File: src/rtl/summator.sv
// Bit-serial unsigned adder: captures two reglength-bit operands and adds them
// LSB first through one full adder and a carry flop, presenting a registered sum.
module summator #(
    parameter int unsigned reglength = 3
) (
    input  logic                 clk,
    input  logic                 reset,
    input  logic [reglength-1:0] r1,
    input  logic [reglength-1:0] r2,
    output logic [reglength:0]   sum,
    output logic                 done
);

    localparam int unsigned W     = reglength;
    localparam int unsigned CNT_W = (reglength > 1) ? $clog2(reglength) : 1;
    localparam logic [CNT_W-1:0] LAST_BIT = CNT_W'(W - 1);

    typedef enum logic [1:0] {
        LOAD = 2'd0,
        ADD  = 2'd1,
        DONE = 2'd2
    } state_t;

    state_t           state_q, state_d;
    logic [W-1:0]     a_q, a_d;
    logic [W-1:0]     b_q, b_d;
    logic [W-1:0]     part_q, part_d;
    logic [CNT_W-1:0] cnt_q, cnt_d;
    logic             carry_q, carry_d;
    logic [W:0]       sum_d;
    logic             done_d;

    logic             bit_c;
    logic             carry_c;
    logic [W-1:0]     part_shift_c;

    // Full adder on the current LSBs; new result bit enters from the MSB side.
    always_comb begin
        bit_c        = a_q[0] ^ b_q[0] ^ carry_q;
        carry_c      = (a_q[0] & b_q[0]) | (a_q[0] & carry_q) | (b_q[0] & carry_q);
        part_shift_c = (part_q >> 1) | (W'(bit_c) << (W - 1));
    end

    // State and datapath registers; reset clears everything, including outputs.
    always_ff @(posedge clk) begin
        if (!reset) begin
            state_q <= LOAD;
            a_q     <= '0;
            b_q     <= '0;
            part_q  <= '0;
            cnt_q   <= '0;
            carry_q <= 1'b0;
            sum     <= '0;
            done    <= 1'b0;
        end else begin
            state_q <= state_d;
            a_q     <= a_d;
            b_q     <= b_d;
            part_q  <= part_d;
            cnt_q   <= cnt_d;
            carry_q <= carry_d;
            sum     <= sum_d;
            done    <= done_d;
        end
    end

    // Next-state and next-register logic; every register holds unless updated.
    always_comb begin
        state_d = state_q;
        a_d     = a_q;
        b_d     = b_q;
        part_d  = part_q;
        cnt_d   = cnt_q;
        carry_d = carry_q;
        sum_d   = sum;
        done_d  = done;

        case (state_q)
            LOAD: begin
                a_d     = r1;
                b_d     = r2;
                carry_d = 1'b0;
                cnt_d   = '0;
                state_d = ADD;
            end

            ADD: begin
                a_d     = a_q >> 1;
                b_d     = b_q >> 1;
                part_d  = part_shift_c;
                carry_d = carry_c;
                cnt_d   = cnt_q + CNT_W'(1);
                if (cnt_q == LAST_BIT) begin
                    sum_d   = {carry_c, part_shift_c};
                    done_d  = 1'b1;
                    state_d = DONE;
                end
            end

            DONE: begin
                state_d = DONE;
            end

            default: begin
                state_d = LOAD;
            end
        endcase
    end

endmodule

File: config.mk
export PLATFORM = sky130hd
export DESIGN_NAME = summator
export DESIGN_NICKNAME = d
export VERILOG_FILES = /design/src/rtl/summator.sv
export SDC_FILE = /design/constraint.sdc
export NUM_CORES = 1
export LEC_CHECK = 0
export BUFFER_PORTS_ARGS = -buffer_cell sky130_fd_sc_hd__buf_2
export CORE_MARGIN = 2
export CORE_UTILIZATION = 50
export DETAILED_ROUTE_END_ITERATION = 12
export PLACE_DENSITY = 0.72
export SETUP_SLACK_MARGIN = 0.15
export SLEW_MARGIN = 10
export SYNTH_ARGS = -nofsm -noshare
export SYNTH_HDL_FRONTEND = slang
export SYNTH_SLANG_ARGS = --single-unit
export TNS_END_PERCENT = 50
File: constraint.sdc
create_clock -name clk -period 2.05 [get_ports clk]
set_input_delay 0.3075 -clock clk [delete_from_list [all_inputs] [get_ports clk]]
set_output_delay 0.3075 -clock clk [all_outputs]
set_load 0.01 [all_outputs]
==> flow_metrics.env, run 1 <==
export IMPL_setup_worst_path_end="b_q[1]$_SDFFE_PN0P_"
export IMPL_drt_first_pass_iters=4
export IMPL_critPathMaxStageDelay_ns=0.45
export IMPL_grtUsageTotal_pct=13.8
export IMPL_path_cells="inv_1 -> ha_1 -> inv_2 -> o21ai_0 -> a21oi_1"
export IMPL_setup_viol=0
export IMPL_power_frac_comb_pct=34.4
export IMPL_synth_top_cell_area_share_pct=46.8
export IMPL_async_flop_share_pct=0
export IMPL_p_sw_uw=360
export IMPL_tightestPinTransition_ns=0.480
export IMPL_setup_tns_ns=0
export IMPL_die_area_um2=1870
export IMPL_endpoint_kind="flip-flop"
export IMPL_powerDensity_nw_per_um2=1250
export IMPL_synthCells=79
export IMPL_relSlewSlack_pct=68.0
export IMPL_ir_drop_mv=0.716
export IMPL_syn_cell_area_um2=769
export IMPL_worstPathMaxFanout=13
export IMPL_rsz0062_at_grt="false"
export IMPL_die_width_um=43.2
export IMPL_hold_path_class="in -> reg"
export IMPL_dp_hpwl_um=834
export IMPL_cts_resized=0
export IMPL_synthTopCellsByArea="dfxtp_1 47%, mux2i_1 13%, nor2b_1 5.7%"
export IMPL_fin_crit_sh_pct=67.7
export IMPL_p_leak_uw=0.000382
export IMPL_core_um2=1470
export IMPL_switching_share_pct=33.5
export IMPL_start_util_pct=52.3
export IMPL_avgSynthCellArea_um2=9.74
export IMPL_syn2layout_area_growth_pct=12.2
export IMPL_clk_pin_slew_ns=0.10
export IMPL_yosysMostFrequentCell="dfxtp_1"
export IMPL_drtIter0Drc=9
export IMPL_first_global_vias=457
export IMPL_fin_crit_ns=1.39
export IMPL_critPathLaunchType="flip-flop"
export IMPL_nNetsFinal=104
export IMPL_clockPowerShare_pct=20.3
export IMPL_intPower_uw=715
export IMPL_cts_sinks=18
export IMPL_crit_arrival_ns=1.57
export IMPL_cap_violations=0
export IMPL_synth_top_cell_by_area="dfxtp_1"
export IMPL_seq_power_share_pct=45.3
export IMPL_cp_required_ns=2.23
export IMPL_hold_buffers=0
export IMPL_cts_inserted_buffers=3
export IMPL_r2r_end="b_q[1]$_SDFFE_PN0P_"
export IMPL_cts_tree="built"
export IMPL_num_antenna_cells=0
export IMPL_ioPinCount=13
export IMPL_synth_edf_count=0
export IMPL_synthFlopType="dfxtp_1"
export IMPL_synth_warnings=0
export IMPL_worst_r2r_setup_slack_ns=0.66
export IMPL_die_y_um=43.2
export IMPL_synth_seq_area_share_pct=46.8
export IMPL_yosysUniqueCellTypes=21
export IMPL_fin_skew_ns=0.00116
export IMPL_drt_wirelength_per_cell_um=10.9
export IMPL_gr_total_overflow=0
export IMPL_vias=556
export IMPL_clock_latency_ns=0.29
export IMPL_antenna_found_initial=0
export IMPL_cts_max_level=1
export IMPL_final_max_slew_viol_count=0
export IMPL_clockBufferDepth=2
export IMPL_vias_per_cell=5.20
export IMPL_place_congestion=0.721
export IMPL_hold_viol_final=0
export IMPL_synth_nets=91
export IMPL_postCtsSetupBuffers=0
export IMPL_drive_gt1_share_pct=19.8
export IMPL_ant_nets=0
export IMPL_ys_seq_elements=18
export IMPL_numPortBuffers=12
export IMPL_root_buffer="clkbuf_4"
export IMPL_timing_fmax_ghz=0.721
export IMPL_status="finished, final reports clean"
export IMPL_routed_wirelength_um=1170
export IMPL_ys_top_cells_by_count="18 x dfxtp_1, 10 x mux2i_1, 7 x nor2b_1"
export IMPL_grt_max_degree=18
export IMPL_grt_first_pass_wirelength_um=1940
export IMPL_hold_worst_slack_ns=0.247
export IMPL_r2r_start="state_q[1]$_SDFFE_PN0P_"
export IMPL_rows=14
export IMPL_drc=0
export IMPL_worst_r2r_cell_count=5
export IMPL_slowest_stage="ha_1"
export IMPL_crit_start="state_q[1]$_SDFFE_PN0P_"
export IMPL_crit_type="reg -> reg"
state kept, by name, summed over array words and instances (netlist names):
signal / count
sum: 4
a_q: 3
b_q: 3
cnt_q: 2
part_q: 2
state_q: 2
carry_q: 1
done: 1
critical path: cells and delay by family (launching register included):
family	cells	cell delay (ns)
flip-flops	1	0.33
adder cells (fa/ha/maj)	1	0.45
AO/OA/AOI/OAI	2	0.26
buffers and inverters	2	0.25
power groups by stage:
stage	clock, uW	sequential (uW)	combinational [uW]
floorplan	0	485	323
detailed placement	0	496	373
CTS	223	488	373
global route	236	503	417
global placement	0	493	358
finish	218	487	370
stage by stage:
stage | power [uW] | util [%] | cell area (um^2) | setup WS, ns | cells
floorplan | 808 | - | 769 | 0.944 | 79
global placement | 851 | 56.2 | 827 | 0.722 | 103
detailed placement | 869 | 56.2 | 827 | 0.669 | 103
CTS | 1080 | 58.7 | 863 | 0.658 | 107
global route | 1160 | 58.7 | 863 | 0.459 | 107
finish | 1070 | 58.7 | 863 | 0.663 | 107
worst min-delay path by stage:
stage | startpoint | slack [ns] | to | cells past startpoint
finish | r1[2] | 0.25 | a_q[2]$_SDFFE_PN0P_ | 3
global route | r1[2] | 0.25 | a_q[2]$_SDFFE_PN0P_ | 3
CTS | r1[2] | 0.25 | a_q[2]$_SDFFE_PN0P_ | 3
detailed placement | sum[2]$_SDFFE_PN0P_ | 0.44 | sum[2]$_SDFFE_PN0P_ | 2
global placement | sum[1]$_SDFFE_PN0P_ | 0.44 | sum[1]$_SDFFE_PN0P_ | 2
floorplan | reset | 0.44 | part_q[1]$_SDFFE_PN0P_ | 1
cells in the final DEF, fill, tap and decap left out:
cell type and instances:
a21boi_1 4, nand2_1 6, mux2i_1 10, nand2b_2 1, o21ai_0 4, a21oi_1 5
inv_1 3, a2bb2oi_1 1, clkbuf_4 3, fa_1 1, buf_2 12, nor2_1 4
inv_2 1, nor2b_1 7, nand3_1 4, dfxtp_1 18, o21a_1 1, ha_1 3
clkbuf_8 1, nor3_1 1, a22oi_1 1
layout make-up:
cell class | instances | area [um^2]
Multi-Input combinational cell | 53 | 372
Tap cell | 16 | 20.0
Sequential cell | 18 | 360
Clock buffer | 4 | 36.3
Timing Repair Buffer | 12 | 60.1
Inverter | 4 | 15.0
Fill cell | 148 | 608
routing by layer:
metal  part of all wire, %  track usage [%]  up-vias  wire length [um]
li1                      -                -      292                 -
met1                    51             18.4      254               601
met2                    44             20.3        8               517
met3                   3.2             2.98        2                37
met4                  0.94             8.48        0                11
met5                     0                0        -                 0
cells by family after synthesis:
kind of cell / Yosys count / share of synthesized area (%)
buffers and inverters: 8 / 4.88
flip-flops: 18 / 46.8
adder cells (fa/ha/maj): 4 / 7.48
AO/OA/AOI/OAI: 16 / 12.8
multiplexers: 10 / 13.0
AND/OR/NAND/NOR: 23 / 15.0
(Power assumes the default switching activity.)
==> inputs of run 2 (changes only) <==
clock period = 1.4 ns   (was 2.05 ns; I/O delays follow)
==> flow_metrics.env, run 2 (synthesis results as in run 1) <==
export IMPL_status="finished, final reports clean"
export IMPL_cts_inserted_buffers=3
export IMPL_rsz0062_at_grt="true"
export IMPL_r2r_start="cnt_q[0]$_SDFFE_PN0P_"
export IMPL_post_place_ws_ns=0.148
export IMPL_timing_fmax_ghz=0.847
export IMPL_root_buffer="clkbuf_4"
export IMPL_clock_latency_ns=0.29
export IMPL_fin_skew_ns=0.00105
export IMPL_rows=14
export IMPL_vias=542
export IMPL_grtUsageTotal_pct=14.7
export IMPL_die_y_um=43.2
export IMPL_worst_slack_ns=0.219
export IMPL_drive_gt1_share_pct=25.0
export IMPL_drc=0
export IMPL_dp_hpwl_um=817
export IMPL_fin_crit_sh_pct=84.4
export IMPL_cts_tree="built"
export IMPL_crit_type="reg -> reg"
export IMPL_drt_first_pass_iters=4
export IMPL_largestRegisters="sum (4), a_q (3), b_q (3)"
export IMPL_ant_nets=0
export IMPL_p_sw_uw=528
export IMPL_r2r_end="state_q[1]$_SDFFE_PN0P_"
export IMPL_relSlewSlack_pct=82.7
export IMPL_place_congestion=0.696
export IMPL_p_leak_uw=0.000384
export IMPL_top_register="sum"
export IMPL_num_antenna_cells=0
export IMPL_gr_total_overflow=0
export IMPL_final_max_slew_viol_count=0
export IMPL_vias_per_cell=5.02
export IMPL_holdPathStages=3
export IMPL_crit_arrival_ns=1.37
export IMPL_worst_r2r_setup_slack_ns=0.22
export IMPL_drt_wirelength_per_cell_um=10.7
export IMPL_switching_share_pct=33.1
export IMPL_instances_no_fill=108
export IMPL_dp_cells=104
export IMPL_worst_r2r_cell_count=5
export IMPL_clockBufferDepth=2
export IMPL_worstPathMaxFanout=7
export IMPL_final_cell_mix="18 x dfxtp_1, 12 x buf_2, 10 x mux2i_1, 7 x nor2b_1"
export IMPL_nNetsFinal=105
export IMPL_setup_worst_path_end="state_q[1]$_SDFFE_PN0P_"
export IMPL_grt_first_pass_wirelength_um=1990
export IMPL_die_width_um=43.2
export IMPL_setup_viol=0
export IMPL_layout_commonest_cell="dfxtp_1"
export IMPL_crit_start="cnt_q[0]$_SDFFE_PN0P_"
export IMPL_numPortBuffers=12
export IMPL_die_area_um2=1870
export IMPL_start_util_pct=52.3
export IMPL_tightestPinTransition_ns=0.259
export IMPL_clk_pin_slew_ns=0.10
export IMPL_hold_viol_final=0
export IMPL_drtIter0Drc=4
export IMPL_ioPinCount=13
export IMPL_power_frac_comb_pct=35.6
export IMPL_cp_required_ns=1.59
export IMPL_cap_violations=0
export IMPL_routed_wirelength_um=1160
export IMPL_grt_max_degree=18
export IMPL_ir_drop_mv=1.39
export IMPL_hold_buffers=0
export IMPL_seq_power_share_pct=44.9
export IMPL_intPower_uw=1070
export IMPL_clockPowerShare_pct=19.5
export IMPL_critPathLaunchType="flip-flop"
export IMPL_powerDensity_nw_per_um2=1810
export IMPL_cts_max_level=1
export IMPL_hold_path_class="in -> reg"
export IMPL_fin_crit_ns=1.18
export IMPL_syn2layout_area_growth_pct=14.5
export IMPL_core_um2=1470
export IMPL_first_global_vias=477
export IMPL_cts_sinks=18
export IMPL_setup_tns_ns=0
export IMPL_antenna_found_initial=0
export IMPL_largest_reg_flops=4
export IMPL_endpoint_kind="flip-flop"
-- run 2: cell types whose count changed in the layout (fill, tap and decap cells not counted), sizes merged --
cell  change
buf       +1
-- run 2: power by group through the flow --
stage | Clock [uW] | Combinational [uW] | Sequential (uW)
after floorplan | 0 | 473 | 710
after global placement | 0 | 546 | 721
after detailed placement | 0 | 551 | 728
after CTS | 325 | 559 | 718
after global routing | 348 | 636 | 736
final | 311 | 569 | 717
-- run 2: how the worst min path moves through the flow --
| stage | start | to | slack (ns) |
|---|---|---|---|
| after floorplan | reset | part_q[1]$_SDFFE_PN0P_ | 0.34 |
| after global placement | sum[2]$_SDFFE_PN0P_ | sum[2]$_SDFFE_PN0P_ | 0.44 |
| after detailed placement | sum[2]$_SDFFE_PN0P_ | sum[2]$_SDFFE_PN0P_ | 0.44 |
| after CTS | r2[2] | b_q[2]$_SDFFE_PN0P_ | 0.15 |
| after global routing | r2[2] | b_q[2]$_SDFFE_PN0P_ | 0.18 |
| final | r2[2] | b_q[2]$_SDFFE_PN0P_ | 0.15 |
-- run 2: worst max-delay path, cell delays in order (launching register included) --
cell      delay, ns
dfxtp_1        0.33
inv_1          0.08
ha_2           0.26
nand2b_2       0.17
mux2i_1        0.19
nor2b_1        0.06
-- run 2: final cells by class --
class	instances	area, um^2
Clock buffer	4	36.3
Fill cell	137	591
Inverter	4	15.0
Multi-Input combinational cell	53	382
Sequential cell	18	360
Tap cell	16	20.0
Timing Repair Buffer	13	67.6
-- run 2: metal layers --
metal | vias up | part of all wire (%) | wire length, um | GRT usage (%)
li1 | 291 | - | - | -
met1 | 239 | 48 | 560 | 16.4
met2 | 10 | 45 | 527 | 23.6
met3 | 2 | 4.8 | 56 | 7.66
met4 | 0 | 1.1 | 13 | 5.45
met5 | - | 0 | 0 | 0
-- run 2: stage by stage --
step | total power, uW | hold slack, ns | util, % | instance area [um^2]
after global routing | 1720 | 0.178 | 59.9 | 881
after global placement | 1270 | 0.439 | 56.7 | 835
after detailed placement | 1280 | 0.443 | 56.7 | 835
final | 1600 | 0.152 | 59.9 | 881
after CTS | 1600 | 0.146 | 59.4 | 873
after floorplan | 1180 | 0.338 | - | 769
-- run 2: timing repair --
| action | CTS | global route |
|---|---|---|
| buffers inserted | 0 | 0 |
| gates resized for setup | 1 | 4 |
| setup endpoints to repair | 5 | 14 |
==> inputs of run 3 (changes only) <==
ABC_AREA = 1   (was unset)
CORE_UTILIZATION = 47   (was 50)
PLACE_DENSITY = 0.71   (was 0.72)
clock period = 1 ns   (was 1.4 ns; I/O delays follow)
==> flow_metrics.env, run 3 <==
export IMPL_status="finished with violations"
export IMPL_violations="setup timing"
export IMPL_synthCells=103
export IMPL_worst_r2r_setup_slack_ns=-0.14
export IMPL_crit_arrival_ns=1.36
export IMPL_clockBufferDepth=2
export IMPL_instances_no_fill=140
export IMPL_cts_max_level=1
export IMPL_die_width_um=44.6
export IMPL_synth_warnings=0
export IMPL_tightestPinTransition_ns=0.233
export IMPL_hold_viol_final=0
export IMPL_relSlewSlack_pct=84.5
export IMPL_synth_seq_area_share_pct=46.6
export IMPL_worstPathMaxFanout=9
export IMPL_place_congestion=0.736
export IMPL_yosysUniqueCellTypes=14
export IMPL_avgSynthCellArea_um2=7.51
export IMPL_die_area_um2=1990
export IMPL_cts_tree="built"
export IMPL_fin_crit_ns=1.14
export IMPL_min_from="r1[2]"
export IMPL_powerDensity_nw_per_um2=2710
export IMPL_synth_top_cell_by_area="dfxtp_1"
export IMPL_core_um2=1520
export IMPL_dp_cells=132
export IMPL_largest_reg_flops=4
export IMPL_cts_inserted_buffers=3
export IMPL_ant_nets=0
export IMPL_setup_viol=17
export IMPL_synthTopCellsByArea="dfxtp_1 47%, nand2_1 12%, nor2_1 8.3%"
export IMPL_drive_gt1_share_pct=32.3
export IMPL_fin_crit_sh_pct=114
export IMPL_holdPathStages=3
export IMPL_syn_cell_area_um2=773
export IMPL_worst_slack_ns=-0.138
export IMPL_post_place_ws_ns=-0.115
export IMPL_drt_first_pass_iters=4
export IMPL_grt_first_pass_wirelength_um=2450
export IMPL_timing_fmax_ghz=0.879
export IMPL_clk_pin_slew_ns=0.10
export IMPL_die_y_um=44.6
export IMPL_fin_skew_ns=0.00750
export IMPL_crit_type="reg -> reg"
export IMPL_top_register="sum"
export IMPL_grtUsageTotal_pct=17.3
export IMPL_ys_seq_elements=18
export IMPL_grt_max_degree=13
export IMPL_dp_hpwl_um=1060
export IMPL_numPortBuffers=12
export IMPL_worst_r2r_cell_count=5
export IMPL_num_antenna_cells=0
export IMPL_post_dp_cell_area_um2=886
export IMPL_drt_wirelength_per_cell_um=10.3
export IMPL_ir_drop_mv=1.87
export IMPL_r2r_end="cnt_q[1]$_SDFFE_PN0P_"
export IMPL_nNetsFinal=137
export IMPL_first_global_vias=631
export IMPL_cts_sinks=18
export IMPL_antenna_found_initial=0
export IMPL_rsz0062_at_grt="true"
export IMPL_vias=672
export IMPL_rows=14
export IMPL_ioPinCount=13
export IMPL_p_leak_uw=0.000474
export IMPL_layout_commonest_cell="nand2_1"
export IMPL_yosysMostFrequentCell="nand2_1"
export IMPL_synthFlopType="dfxtp_1"
export IMPL_clock_latency_ns=0.29
export IMPL_syn2layout_area_growth_pct=27.8
export IMPL_root_buffer="clkbuf_4"
export IMPL_gr_total_overflow=0
export IMPL_drtIter0Drc=12
export IMPL_cap_violations=0
export IMPL_r2r_start="state_q[1]$_SDFFE_PN0P_"
export IMPL_final_max_slew_viol_count=0
export IMPL_cp_required_ns=1.22
export IMPL_largestRegisters="sum (4), a_q (3), b_q (3)"
export IMPL_ys_top_cells_by_count="25 x nand2_1, 18 x dfxtp_1, 17 x nor2_1"
export IMPL_p_total_uw=2670
export IMPL_hold_worst_slack_ns=0.0956
export IMPL_critPathLaunchType="flip-flop"
export IMPL_final_cell_mix="24 x nand2_1, 16 x nor2_1, 13 x dfxtp_1, 11 x buf_2"
export IMPL_routed_wirelength_um=1440
export IMPL_worstHoldEndpoint="a_q[2]$_SDFFE_PN0P_"
export IMPL_start_util_pct=50.7
export IMPL_vias_per_cell=4.80
export IMPL_hold_buffers=0
export IMPL_stdcell_area_um2=988
export IMPL_endpoint_kind="flip-flop"
export IMPL_drc=0
export IMPL_synth_top_cell_area_share_pct=46.6
export IMPL_async_flop_share_pct=0
export IMPL_synth_nets=115
export IMPL_synth_edf_count=0
export IMPL_hold_path_class="in -> reg"
[run 3: cell types whose count changed in the layout (fill, tap and decap cells not counted), sizes merged, moves of 3 or more]
cell    delta
a21boi     -4
buf        +6
inv        +9
mux2i     -10
nand2     +19
nand3      +4
nor2      +15
nor2b      -7
o21ai      +3
[run 3: metrics by stage]
| step | setup TNS (ns) | utilization, % |
|---|---|---|
| floorplan | -0.566 | - |
| global placement | -0.961 | 58.1 |
| detailed placement | -1.28 | 58.1 |
| CTS | -1.30 | 64.9 |
| global route | -2.53 | 64.9 |
| finish | -1.29 | 64.9 |
[run 3: worst max-delay path, cell delays in order, from the launching register on]
cell	delay (ns)
dfxtp_2	0.33
inv_2	0.08
ha_4	0.23
inv_2	0.09
or2_1	0.21
a21oi_1	0.12
[run 3: worst max-delay path by stage]
stage | startpoint | cells after the start | endpoint | slack, ns
2_1_floorplan | carry_q$_SDFFE_PN0P_ | 3 | part_q[2]$_SDFFE_PN0P_ | -0.06
3_3_place_gp | carry_q$_SDFFE_PN0P_ | 3 | sum[2]$_SDFFE_PN0P_ | -0.11
3_5_place_dp | carry_q$_SDFFE_PN0P_ | 3 | part_q[2]$_SDFFE_PN0P_ | -0.12
4_1_cts | carry_q$_SDFFE_PN0P_ | 3 | part_q[2]$_SDFFE_PN0P_ | -0.14
5_1_grt | state_q[1]$_SDFFE_PN0P_ | 5 | cnt_q[1]$_SDFFE_PN0P_ | -0.20
6_report | state_q[1]$_SDFFE_PN0P_ | 5 | cnt_q[1]$_SDFFE_PN0P_ | -0.14
[run 3: final cells by class]
class / count / area (um^2)
inverter: 13 / 48.8
timing repair buffer: 19 / 123
clock buffer: 4 / 36.3
sequential: 18 / 369
tap: 16 / 20.0
fill: 139 / 536
multi-input combinational: 70 / 392
[run 3: where the power goes]
group	leakage, uW	internal, uW	switching (uW)
Combinational	0.000304	594	660
Sequential	0.000149	888	99.5
Clock	0.0000210	222	212
[run 3: logic make-up after synthesis]
| group | count (synthesis) | synth area share [%] |
|---|---|---|
| AO/OA/AOI/OAI | 13 | 8.41 |
| AND/OR/NAND/NOR | 52 | 27.8 |
| adder cells (fa/ha/maj) | 4 | 7.44 |
| flip-flops | 18 | 46.6 |
| buffers and inverters | 16 | 9.71 |
[run 3: repair_timing]
| action | 4_1_cts | 5_1_grt |
|---|---|---|
| setup buffers | 3 | 0 |
| gates resized for setup | 13 | 0 |
| gates cloned | 1 | 0 |
| endpoints found under the setup margin | 23 | 23 |
| pin swaps | 5 | 0 |
[run 3: metal layers]
| metal | vias up | part of all wire, % | routed length [um] | track usage [%] |
|---|---|---|---|---|
| met3 | 2 | 4.4 | 64 | 4.08 |
| li1 | 363 | - | - | - |
| met5 | - | 0 | 0 | 0 |
| met4 | 0 | 0.90 | 13 | 9.09 |
| met2 | 12 | 46 | 666 | 28.7 |
| met1 | 295 | 48 | 695 | 20.5 |
